**src/rtl/video_pkg.sv**
```systemverilog
// Shared definitions for the video fetch scheduler.
//   bw_e      : bandwidth codes delivered by the video mode decoder
//   state_e   : scheduler FSM states
//   SLOT_W    : width of the DRAM-cycle slot counter (8-slot window)
//   slot_eligible() : slot qualification for a given bandwidth code
package video_pkg;

  localparam int SLOT_W = 3;

  typedef enum logic [1:0] {
    BW_1_8 = 2'b00,
    BW_1_4 = 2'b01,
    BW_1_2 = 2'b10,
    BW_1   = 2'b11
  } bw_e;

  typedef enum logic [1:0] {
    S_IDLE  = 2'd0,
    S_FETCH = 2'd1,
    S_DRAIN = 2'd2
  } state_e;

  function automatic logic slot_eligible(input logic [1:0] bw, input logic [SLOT_W-1:0] slot);
    logic ok;
    case (bw)
      BW_1:    ok = 1'b1;
      BW_1_2:  ok = (slot[0] == 1'b0);
      BW_1_4:  ok = (slot[1:0] == 2'b00);
      default: ok = (slot == '0);
    endcase
    return ok;
  endfunction

endpackage

```
**src/rtl/video_fetch_sched_if.sv**
```systemverilog
// Bus bundle between the fetch scheduler and its neighbours.
//   video_go     : request pulse to the DRAM arbiter
//   video_strobe : returned word valid on video_data
//   video_data   : returned DRAM word
//   pix_rd       : pop request from the pixel shifter
//   pix_data     : FIFO head word (show-ahead)
//   pix_valid    : FIFO not empty
// master = scheduler side, slave = arbiter/shifter side.
interface video_fetch_sched_if;
  logic        video_go;
  logic        video_strobe;
  logic [15:0] video_data;
  logic        pix_rd;
  logic [15:0] pix_data;
  logic        pix_valid;

  modport master (
    output video_go,
    input  video_strobe,
    input  video_data,
    input  pix_rd,
    output pix_data,
    output pix_valid
  );

  modport slave (
    input  video_go,
    output video_strobe,
    output video_data,
    output pix_rd,
    input  pix_data,
    input  pix_valid
  );
endinterface

```
**src/rtl/video_fetch_fifo.sv**
```systemverilog
// Show-ahead FIFO, 16 bits wide, DEPTH words (power of 2, >= 2).
//   clk_i, rst_i : clock, synchronous active-high reset
//   push_i/din_i : write a word
//   pop_i        : advance the head
//   flush_i      : empty the FIFO (dominates push/pop)
//   dout_o       : head word, forced to 0 while empty
//   count_o, empty_o, full_o : occupancy status
module video_fetch_fifo #(
  parameter int DEPTH = 4
) (
  input  logic                    clk_i,
  input  logic                    rst_i,
  input  logic                    push_i,
  input  logic                    pop_i,
  input  logic                    flush_i,
  input  logic [15:0]             din_i,
  output logic [15:0]             dout_o,
  output logic [$clog2(DEPTH):0]  count_o,
  output logic                    empty_o,
  output logic                    full_o
);
  localparam int PTR_W = $clog2(DEPTH);
  localparam int CNT_W = PTR_W + 1;
  localparam logic [CNT_W-1:0] FULL_C = CNT_W'(DEPTH);

  logic [15:0]      mem_q [DEPTH];
  logic [PTR_W-1:0] wr_ptr_q, rd_ptr_q;
  logic [CNT_W-1:0] count_q;
  logic             do_push, do_pop;

  assign empty_o = (count_q == '0);
  assign full_o  = (count_q == FULL_C);
  assign do_push = push_i & ~full_o;
  assign do_pop  = pop_i & ~empty_o;
  assign count_o = count_q;
  assign dout_o  = empty_o ? 16'h0000 : mem_q[rd_ptr_q];

  always_ff @(posedge clk_i) begin
    if (rst_i || flush_i) begin
      wr_ptr_q <= '0;
      rd_ptr_q <= '0;
      count_q  <= '0;
    end else begin
      if (do_push) wr_ptr_q <= wr_ptr_q + 1'b1;
      if (do_pop)  rd_ptr_q <= rd_ptr_q + 1'b1;
      if (do_push && !do_pop)      count_q <= count_q + 1'b1;
      else if (do_pop && !do_push) count_q <= count_q - 1'b1;
    end
  end

  // Storage has no reset; the head is masked while empty.
  always_ff @(posedge clk_i) begin
    if (do_push && !flush_i) mem_q[wr_ptr_q] <= din_i;
  end
endmodule

```
**src/rtl/video_fetch_sched.sv**
```systemverilog
// Per-line DRAM fetch scheduler for the video engine.
// Issues requests in an 8-slot DRAM-cycle window according to the bandwidth
// code, collects returned words in a show-ahead FIFO and never lets
// FIFO words + requests in flight exceed the FIFO depth. Returns belonging to
// a restarted line are discarded.
// Ports:
//   clk_i, rst_i   : clock, synchronous active-high reset
//   cbeg_i         : start-of-DRAM-cycle strobe
//   mode_bw_i      : bandwidth code (00=1/8 .. 11=1)
//   line_start_i   : begin a new line; line_words_i sampled here
//   vid_if         : arbiter request/return and pixel-shifter FIFO port
//   fetch_busy_o   : state is FETCH or DRAIN
//   underrun_o     : sticky, pop attempted on empty FIFO
// Optional (macro VIDEO_FETCH_STATS_EN): err_cnt_o (saturating empty-pop
// count) and peak_occ_o (highest FIFO occupancy); both cleared by reset only.
//
// state   | meaning
// S_IDLE  | no line active
// S_FETCH | words of the current line still to be requested
// S_DRAIN | all requested, waiting for outstanding returns
module video_fetch_sched
  import video_pkg::*;
#(
  parameter int FIFO_DEPTH = 4,
  parameter int WCNT_W     = 8
) (
  input  logic                  clk_i,
  input  logic                  rst_i,
  input  logic                  cbeg_i,
  input  logic [1:0]            mode_bw_i,
  input  logic                  line_start_i,
  input  logic [WCNT_W-1:0]     line_words_i,
  video_fetch_sched_if.master   vid_if,
  output logic                  fetch_busy_o,
  output logic                  underrun_o
`ifdef VIDEO_FETCH_STATS_EN
  ,
  output logic [7:0]                    err_cnt_o,
  output logic [$clog2(FIFO_DEPTH):0]   peak_occ_o
`endif
);
  localparam int CNT_W  = $clog2(FIFO_DEPTH) + 1;
  localparam int DISC_W = CNT_W + 1;
  localparam logic [CNT_W:0] DEPTH_C = (CNT_W+1)'(FIFO_DEPTH);

  state_e              state_q, state_d;
  logic [SLOT_W-1:0]   slot_q, slot_d;
  logic [WCNT_W-1:0]   remaining_q, remaining_d;
  logic [CNT_W-1:0]    outstanding_q, outstanding_d;
  logic [DISC_W-1:0]   discard_q, discard_d;
  logic                go_q, go_d;
  logic                underrun_q, underrun_d;

  logic [CNT_W-1:0]    fifo_count;
  logic                fifo_empty, fifo_full, fifo_push, fifo_pop;
  logic                push_req, issue, strobe_drop, strobe_take, empty_pop;
  logic [CNT_W:0]      occ_sum;
  logic [DISC_W:0]     in_flight;

  assign occ_sum     = {1'b0, fifo_count} + {1'b0, outstanding_q};
  // No issue on the line_start clock: counters are being reloaded then.
  assign issue       = cbeg_i && !line_start_i && (state_q == S_FETCH) &&
                       slot_eligible(mode_bw_i, slot_q) &&
                       (remaining_q != '0) && (occ_sum < DEPTH_C);
  assign strobe_drop = vid_if.video_strobe && (discard_q != '0);
  assign strobe_take = vid_if.video_strobe && (discard_q == '0) && (outstanding_q != '0);
  assign push_req    = strobe_take && !line_start_i;
  assign fifo_push   = push_req && !fifo_full;
  assign fifo_pop    = vid_if.pix_rd && !fifo_empty && !line_start_i;
  assign empty_pop   = vid_if.pix_rd && fifo_empty;

  video_fetch_fifo #(.DEPTH(FIFO_DEPTH)) u_fifo (
    .clk_i   (clk_i),
    .rst_i   (rst_i),
    .push_i  (fifo_push),
    .pop_i   (fifo_pop),
    .flush_i (line_start_i),
    .din_i   (vid_if.video_data),
    .dout_o  (vid_if.pix_data),
    .count_o (fifo_count),
    .empty_o (fifo_empty),
    .full_o  (fifo_full)
  );

  always_comb begin
    slot_d        = slot_q;
    remaining_d   = remaining_q;
    outstanding_d = outstanding_q;
    discard_d     = discard_q;
    underrun_d    = underrun_q;
    go_d          = issue;
    in_flight     = '0;

    if (line_start_i)  slot_d = '0;
    else if (cbeg_i)   slot_d = slot_q + 1'b1;

    if (line_start_i) begin
      remaining_d   = line_words_i;
      outstanding_d = '0;
      // Everything still in flight becomes stale, including earlier stale
      // returns; a concurrent strobe is the first of them.
      in_flight = {1'b0, discard_q} + (DISC_W+1)'(outstanding_q);
      if (vid_if.video_strobe && (in_flight != '0)) in_flight = in_flight - 1'b1;
      discard_d = in_flight[DISC_W] ? '1 : in_flight[DISC_W-1:0];
    end else begin
      if (issue) remaining_d = remaining_q - 1'b1;
      if (issue && !strobe_take)      outstanding_d = outstanding_q + 1'b1;
      else if (strobe_take && !issue) outstanding_d = outstanding_q - 1'b1;
      if (strobe_drop) discard_d = discard_q - 1'b1;
    end

    if (line_start_i)   underrun_d = 1'b0;
    else if (empty_pop) underrun_d = 1'b1;
  end

  always_comb begin
    state_d = state_q;
    case (state_q)
      S_IDLE:  state_d = S_IDLE;
      S_FETCH: if (remaining_q == '0) state_d = S_DRAIN;
      S_DRAIN: if ((outstanding_q == '0) && !vid_if.video_strobe) state_d = S_IDLE;
      default: state_d = S_IDLE;
    endcase
    if (line_start_i) state_d = (line_words_i != '0) ? S_FETCH : S_IDLE;
  end

  always_ff @(posedge clk_i) begin
    if (rst_i) begin
      state_q       <= S_IDLE;
      slot_q        <= '0;
      remaining_q   <= '0;
      outstanding_q <= '0;
      discard_q     <= '0;
      go_q          <= 1'b0;
      underrun_q    <= 1'b0;
    end else begin
      state_q       <= state_d;
      slot_q        <= slot_d;
      remaining_q   <= remaining_d;
      outstanding_q <= outstanding_d;
      discard_q     <= discard_d;
      go_q          <= go_d;
      underrun_q    <= underrun_d;
    end
  end

  assign vid_if.video_go  = go_q;
  assign vid_if.pix_valid = !fifo_empty;
  assign fetch_busy_o     = (state_q == S_FETCH) || (state_q == S_DRAIN);
  assign underrun_o       = underrun_q;

`ifdef VIDEO_FETCH_STATS_EN
  logic [7:0]       err_cnt_q;
  logic [CNT_W-1:0] peak_occ_q;

  always_ff @(posedge clk_i) begin
    if (rst_i) begin
      err_cnt_q  <= '0;
      peak_occ_q <= '0;
    end else begin
      if (empty_pop && (err_cnt_q != 8'hFF)) err_cnt_q <= err_cnt_q + 1'b1;
      if (fifo_count > peak_occ_q) peak_occ_q <= fifo_count;
    end
  end

  assign err_cnt_o  = err_cnt_q;
  assign peak_occ_o = peak_occ_q;
`else
  // Statistics disabled: only the sticky underrun flag is provided.
`endif
endmodule

```
**src/flat_wrapper.sv**
```systemverilog
// flat-port wrapper written by rule: the top's interface ports become plain ports
module video_fetch_sched_flat import video_pkg::*;
#(
  parameter int FIFO_DEPTH = 4,
  parameter int WCNT_W     = 8
)
  (clk_i, rst_i, cbeg_i, mode_bw_i, line_start_i, line_words_i, fetch_busy_o, underrun_o, vid_if_video_go, vid_if_video_strobe, vid_if_video_data, vid_if_pix_rd, vid_if_pix_data, vid_if_pix_valid);
  video_fetch_sched_if vid_if_i ();
  input  logic clk_i;
  input  logic rst_i;
  input  logic cbeg_i;
  input  logic [1:0] mode_bw_i;
  input  logic line_start_i;
  input  logic [WCNT_W-1:0] line_words_i;
  output logic fetch_busy_o;
  output logic underrun_o;
  output wire logic [$bits(vid_if_i.video_go)-1:0] vid_if_video_go;
  input wire logic [$bits(vid_if_i.video_strobe)-1:0] vid_if_video_strobe;
  input wire logic [$bits(vid_if_i.video_data)-1:0] vid_if_video_data;
  input wire logic [$bits(vid_if_i.pix_rd)-1:0] vid_if_pix_rd;
  output wire logic [$bits(vid_if_i.pix_data)-1:0] vid_if_pix_data;
  output wire logic [$bits(vid_if_i.pix_valid)-1:0] vid_if_pix_valid;
  assign vid_if_video_go = vid_if_i.video_go;
  assign vid_if_i.video_strobe = vid_if_video_strobe;
  assign vid_if_i.video_data = vid_if_video_data;
  assign vid_if_i.pix_rd = vid_if_pix_rd;
  assign vid_if_pix_data = vid_if_i.pix_data;
  assign vid_if_pix_valid = vid_if_i.pix_valid;
  video_fetch_sched #(.FIFO_DEPTH(FIFO_DEPTH), .WCNT_W(WCNT_W)) u_core (.clk_i(clk_i), .rst_i(rst_i), .cbeg_i(cbeg_i), .mode_bw_i(mode_bw_i), .line_start_i(line_start_i), .line_words_i(line_words_i), .vid_if(vid_if_i), .fetch_busy_o(fetch_busy_o), .underrun_o(underrun_o));
endmodule
```
**config.mk**
```make
export PLATFORM = sky130hd
export DESIGN_NAME = video_fetch_sched_flat
export DESIGN_NICKNAME = d
export VERILOG_FILES = /design/src/rtl/video_pkg.sv /design/src/rtl/video_fetch_sched_if.sv /design/src/rtl/video_fetch_fifo.sv /design/src/rtl/video_fetch_sched.sv /design/src/flat_wrapper.sv
export SDC_FILE = /design/constraint.sdc
export NUM_CORES = 1
export LEC_CHECK = 0
export CAP_MARGIN = 20
export CORE_MARGIN = 2
export CORE_UTILIZATION = 30
export CTS_BUF_LIST = sky130_fd_sc_hd__clkbuf_8
export DETAILED_ROUTE_END_ITERATION = 10
export PLACE_DENSITY_LB_ADDON = 0.25
export SYNTH_ARGS = -nofsm -noshare
export SYNTH_HDL_FRONTEND = slang
export SYNTH_SLANG_ARGS = --single-unit
```
**constraint.sdc**
```tcl
create_clock -name clk_i -period 4.65 [get_ports clk_i]
set_clock_uncertainty 0.1 [all_clocks]
set_input_delay 1.395 -clock clk_i [delete_from_list [all_inputs] [get_ports clk_i]]
set_output_delay 1.395 -clock clk_i [all_outputs]
set_load 0.02 [all_outputs]
```
==> out/metrics.cfg <==
[cells_and_area]
diodes = 0
finalNetCount = 448
drive_above_1_share = 0.116
area_growth_pct = 21.9
multiInputGateArea_sq_um = 1710
fillers = 1381
postLayoutCellArea_sq_um = 5340
regArea_sq_um = 2540

[power_and_ir_drop]
power_density_nw_per_um2 = 302
vdd_drop_max_uv = 139
total_power_uw = 1610
p_leak_uw = 0.00185

[sta]
whs_ps = 376
setup_viol = 0
tns_ps = 0
relSlewSlack = 0.439
layout_setup_ws_ps = 628
report.final.slew_viol_count = 0
period_needed_ps = 4020
rsz0062_at_grt = false
timing.final.crit_share = 0.865
hold_viol = 0
tightest_slew_ps = 840
fmax_ghz = 0.249

[logic_synthesis]
synth.lib_cells_used.distinct = 46
synthDominantCellAreaShare = 0.439
synth_edf_count = 64
synth_seq_cells = 95
synthArstFlopShare = 0
synthTopCellsByArea = edfxtp_1 (44%), dfxtp_1 (14%), mux4_2 (8.2%)
yosysMostFrequentCell = edfxtp_1
ys_seq_area_frac = 0.581
synthFlopType = edfxtp_1
yosys.area.top_type = edfxtp_1
syn_area_sq_um = 4380
synth.avg_cell_area_sq_um = 13.1
synthTopCellsByCount = edfxtp_1 (64), dfxtp_1 (31), nor2_1 (28)
syn_inst = 333
synth_nets = 387
ys_warn_count = 0

[clocking]
post_cts_buffers = 0
clockRootBuffer = clkbuf_8
cts_buffers = 9
cts_max_path_buffers = 2
clock_sinks = 95
hold_buffers = 0
clock_latency_ps = 360
cts_resized = 0
clkTransAtPathRegs_ps = 90
htreeDepth = 3
cts_tree = done

[worst_setup_path]
r2r_end = u_core.u_fifo.count_o[2]$_SDFFE_PP0P_
criticalPathCategory = input port to flip-flop
reg2reg_depth = 12
r2r_slack_ps = 1310
cp-startpoint = cbeg_i
start_kind = input port
endpoint_kind = flip-flop
required_ps = 4820
cp-endpoint = u_core.outstanding_q[2]$_SDFFE_PP0P_
cp.arrival_ps = 4200
regToRegStartpoint = u_core.discard_q[1]$_SDFFE_PP0P_
cp_max_fo = 6

[global_routing]
overflow = 0
grt_max_degree = 20
first_global_vias = 2902
grt_usage = 0.117
grt_pass1_wl_mm = 14.3
antenna_found_initial = 0

[floorplanning]
die_x_microns = 125
core_sq_um = 14400
ios = 52
die_h_microns = 125
start_util = 0.305
row_count = 44
dieArea_sq_um = 15600

[route]
drc = 0
vias = 2788
route.antenna.remaining_nets = 0
drt-initial-drc-count = 143
drt-pass1-iter-count = 4
via_per_inst = 4.79
totalWireLength_mm = 8.82
routedWlPerCell_microns = 15.2

[placed_design]
dp_hpwl_mm = 6.10
placed_area_sq_um = 5150
dp_slack_ps = 277
io_buffers = 51
gp_congestion = 0.803

[min_path]
worst_hold_path_type = flip-flop to flip-flop
worstHoldPathCells = 2

[run]
drv_cap = 0

[outcome]
status = finished, final reports clean

-- kinds of logic (layout without fill, tap and decap cells) --
group           count (synthesis)  after routing  synth area share
flops                          95             95             0.581
mux                            22             22            0.0960
xor+xnor                       15             15            0.0300
simple gates                  103            103             0.126
fa+ha+maj                      22             22            0.0680
compound gates                 41             41            0.0686
buf+inv                        35            100            0.0309
-- layout make-up --
cell class,instances,area share
multi-input cells,203,0.320
flip-flops and latches,95,0.476
clock buffers,9,0.0232
repair buffers,60,0.108
inverters,25,0.0178
well taps,184,0.0431
clock inverters,6,0.0115
-- report_power, final --
group / switching, uW / internal [uW] / leakage (uW)
registers: 15.7 / 913 / 0.000828
logic: 86.3 / 80.9 / 0.000931
clock network: 272 / 243 / 0.0000906
total: 374 / 1240 / 0.00185
-- critical path, stage by stage --
cell and delay, ps:
clkdlybuf4s50_1 550, nor4b_1 250, o211ai_1 230, or3_4 410, clkinv_2 120, ha_1 190, inv_1 60, fa_1 380
xor2_1 160, or3_1 310, a21oi_1 150
-- worst min path at each step --
| stage | startpoint | end | slack [ps] |
|---|---|---|---|
| finish | u_core.underrun_o$_SDFFE_PP0P_ | u_core.underrun_o$_SDFFE_PP0P_ | 380 |
| global route | u_core.remaining_q[6]$_SDFFE_PP0P_ | u_core.remaining_q[6]$_SDFFE_PP0P_ | 440 |
| CTS | u_core.underrun_o$_SDFFE_PP0P_ | u_core.underrun_o$_SDFFE_PP0P_ | 390 |
| detailed placement | u_core.underrun_o$_SDFFE_PP0P_ | u_core.underrun_o$_SDFFE_PP0P_ | 360 |
| global placement | u_core.underrun_o$_SDFFE_PP0P_ | u_core.underrun_o$_SDFFE_PP0P_ | 360 |
| floorplan | u_core.state_q[1]$_SDFFE_PP0P_ | u_core.state_q[1]$_SDFFE_PP0P_ | 370 |
-- layout by cell type, fill, tap and decap left out, types with 9 or more instances in the layout --
cell type	synthesis	final
nor2_1	28	28
edfxtp_1	64	64
ha_1	19	19
dfxtp_1	31	31
buf_4	0	9
nand2_1	15	15
mux4_2	16	16
inv_1	24	25
nor2b_1	19	19
a21oi_1	12	12
xnor2_1	9	9
clkdlybuf4s50_1	0	51
clkbuf_8	0	9
-- layer usage --
metal | GRT usage | share of wire | vias up
met5 | 0 | 0 | -
met4 | 0.0337 | 0.012 | 0
met3 | 0.0331 | 0.043 | 11
met2 | 0.208 | 0.50 | 63
met1 | 0.138 | 0.44 | 1361
li1 | - | - | 1353
-- metrics by stage --
stage          cells  utilization
3_3_place_gp     567        0.358
3_5_place_dp     567        0.358
5_1_grt          582        0.371
2_1_floorplan    333            -
4_1_cts          582        0.371
6_report         582        0.371
-- state kept, by name, summed over array words and instances (netlist names), named ones only --
name and count:
u_core.discard_q 4, u_core.outstanding_q 3, u_core.u_fifo.count_o 3, u_core.u_fifo.rd_ptr_q 2
u_core.underrun_o 1, u_core.state_q 2, u_core.remaining_q 8, u_core.slot_q 3
u_core.vid_if.video_go 1, u_core.u_fifo.mem_q 64, u_core.u_fifo.wr_ptr_q 2
Note: power is estimated with default switching activity, not from simulation.
==> patch, RTL diff (same settings) <==
`WCNT_W` is set to 8 in 2 places; all go to 6.
--- a/src/rtl/video_fetch_sched.sv
+++ b/src/rtl/video_fetch_sched.sv
@@ -23,5 +23,5 @@
 #(
   parameter int FIFO_DEPTH = 4,
-  parameter int WCNT_W     = 8
+  parameter int WCNT_W     = 6
 ) (
   input  logic                  clk_i,
--- a/src/flat_wrapper.sv
+++ b/src/flat_wrapper.sv
@@ -3,5 +3,5 @@
 #(
   parameter int FIFO_DEPTH = 4,
-  parameter int WCNT_W     = 8
+  parameter int WCNT_W     = 6
 )
   (clk_i, rst_i, cbeg_i, mode_bw_i, line_start_i, line_words_i, fetch_busy_o, underrun_o, vid_if_video_go, vid_if_video_strobe, vid_if_video_data, vid_if_pix_rd, vid_if_pix_data, vid_if_pix_valid);
Ports: changed (resized line_words_i); port bits go from 52 to 50. No check against the original RTL was run, so the function may have changed too.
==> patch against the original RTL <==
  * Global-route usage is 0.094 points lower
  * Synthesized area is 0.31% lower
  * Sequential cell count decreased by 2
  * Worst setup slack gained 0.025 ns
  * Power increased by 3.4%
  * Wire length shrank 3.6%
  * Sequential power down 2.4%
  * Final area barely moved
==> patch: results (changes against the original RTL) <==
Post-route insts no fill: 566 (-2.7%)
Total Routing Usage GR: 11.6% (-0.094 points)
Hold path endpoint: u_core.underrun_o$_SDFFE_PP0P_
Pre-CTS setup slack: 0.434 ns (+0.157 ns)
CP max FO: 11 (+5)
Outcome: finished clean
H-tree levels: 3 (unchanged)
Gpl congestion: 0.778 (-3.1%)
Vias in the first global route: 2,741 (-5.5%)
I/O Buffers: 49 (-3.9%)
Synth unique cells: 49 (+6.5%)
R2R setup slack: 1.60 ns (+0.29 ns)
Hold slack final: 0.390 ns (+0.0136 ns)
HP Start: u_core.underrun_o$_SDFFE_PP0P_
Top post-synthesis cells by area: edfxtp_1 (44%), dfxtp_1 (13%), mux4_2 (8.3%)
Worst Reg-to-Reg Cells: 10 (-2)
Number of iterations in the first detailed-routing pass: 4 (unchanged)
Clock slew at reported path FFs: 0.08 ns
First-pass GRT wire length: 14,100 um (-1.6%)
Clk Latency, worst-skew pair: 0.36 ns (about the same)
FF-to-FF End: u_core.outstanding_q[2]$_SDFFE_PP0P_
RR Startpoint: u_core.u_fifo.count_o[2]$_SDFFE_PP0P_
Most common library cells after synthesis: edfxtp_1 (64), dfxtp_1 (29), inv_1 (24)
Synth Area in Adders: 7.11% (+0.31 points)
Placed cell count: 550 (-3.0%)
Post-synth EDFFs: 64 (unchanged)
Post-CTS sizing: 0 (unchanged)
Clock buffer depth: 2 (unchanged)
N_diodes: 0 (unchanged)
Initial antenna violation count: 0 (unchanged)
Pleak: 1.84 nW (-0.38%)
Async set-reset flop share out of synthesis: 0% (unchanged)
Largest net degree at the start of global routing: 24 (+20%)
Peak VDD IR: 159 uV (+14%)
Post-route setup slack: 0.653 ns (+0.0248 ns)
Layout net count: 430 (-4.0%)
Drt initial violations: 120 (-16%)
Hold crit path type: flip-flop to flip-flop
CTS root buf: clkbuf_8
Compound-gate portion of the synthesized area: 8.49% (+1.6 points)
Share of layout cells above drive strength 1: 13.9% (+2.3 points)
YS warnings: 0 (unchanged)
Sequential area share after synthesis: 57.3% (-0.73 points)
Routed len/inst: 15.0 um (-0.83%)
Total CTS buffers: 9 (unchanged)
Synth Area in XOR/XNOR: 3.21% (+0.21 points)
Post-synthesis cell count: 319 (-4.2%)
Max_slew headroom: 61.3% (+17 points)
Worst hold path depth: 2 (unchanged)
# Post-CTS Setup Buffers: 0 (unchanged)
Syn nets: 372 (-3.9%)
Dpl hpwl: 5790 um (-5.0%)
Mux contribution to synthesized area: 9.63% (+0.030 points)
DR vias/cell: 4.68 (-2.3%)
Biggest regs: u_core.u_fifo.mem_q x64, u_core.remaining_q x6, u_core.discard_q x4
Placed Instance Area: 0.00511 mm2 (-0.78%)
==> patch: layout make-up <==
| class | instances | area [um2] |
|---|---|---|
| multi-input combinational | 191 | 1730 |
| inverter | 24 | 90.1 |
| fill | 1371 | 9030 |
| sequential | 93 | 2500 |
| clock inverter | 6 | 86.3 |
| clock buffer | 10 | 138 |
| timing repair buffer | 58 | 558 |
| tap | 184 | 230 |
==> patch: report_power, final <==
part	switching (mW)	internal, mW
Clock	0.276	0.316
Sequential	0.0128	0.894
Combinational	0.0848	0.0827
Total	0.373	1.29
==> patch: worst max path at each step <==
stage	start	to
finish	flip-flop	vid_if_pix_data[11]
global route	flip-flop	vid_if_pix_data[13]
floorplan	line_start_i	u_core.outstanding_q[2]$_SDFFE_PP0P_
detailed placement	cbeg_i	u_core.outstanding_q[2]$_SDFFE_PP0P_
global placement	cbeg_i	u_core.outstanding_q[2]$_SDFFE_PP0P_
CTS	flip-flop	vid_if_pix_data[11]
==> patch: per-layer routing <==
layer	routed length [um]	GRT usage [%]	up-vias
met5	0	0	-
met1	3930	14.8	1305
met3	287	2.58	11
met2	4130	19.1	51
met4	158	4.96	0
li1	-	-	1283
==> patch: kinds of logic (layout without fill, tap and decap cells) <==
kind of cell	Yosys count	in the layout
AOI/OAI and AO/OA	46	46
xor gates and xnor gates	16	16
adders and majority gates	23	23
buffers and inverters	35	98
DFF	93	93
muxes	22	22
and+or+nand+nor	84	84
==> patch: critical path, cell delays in order (launching register included) <==
cell	delay [ns]
dfxtp_1	0.57
buf_4	0.34
mux4_2	0.54
nor2b_1	0.15
clkdlybuf4s50_1	0.54
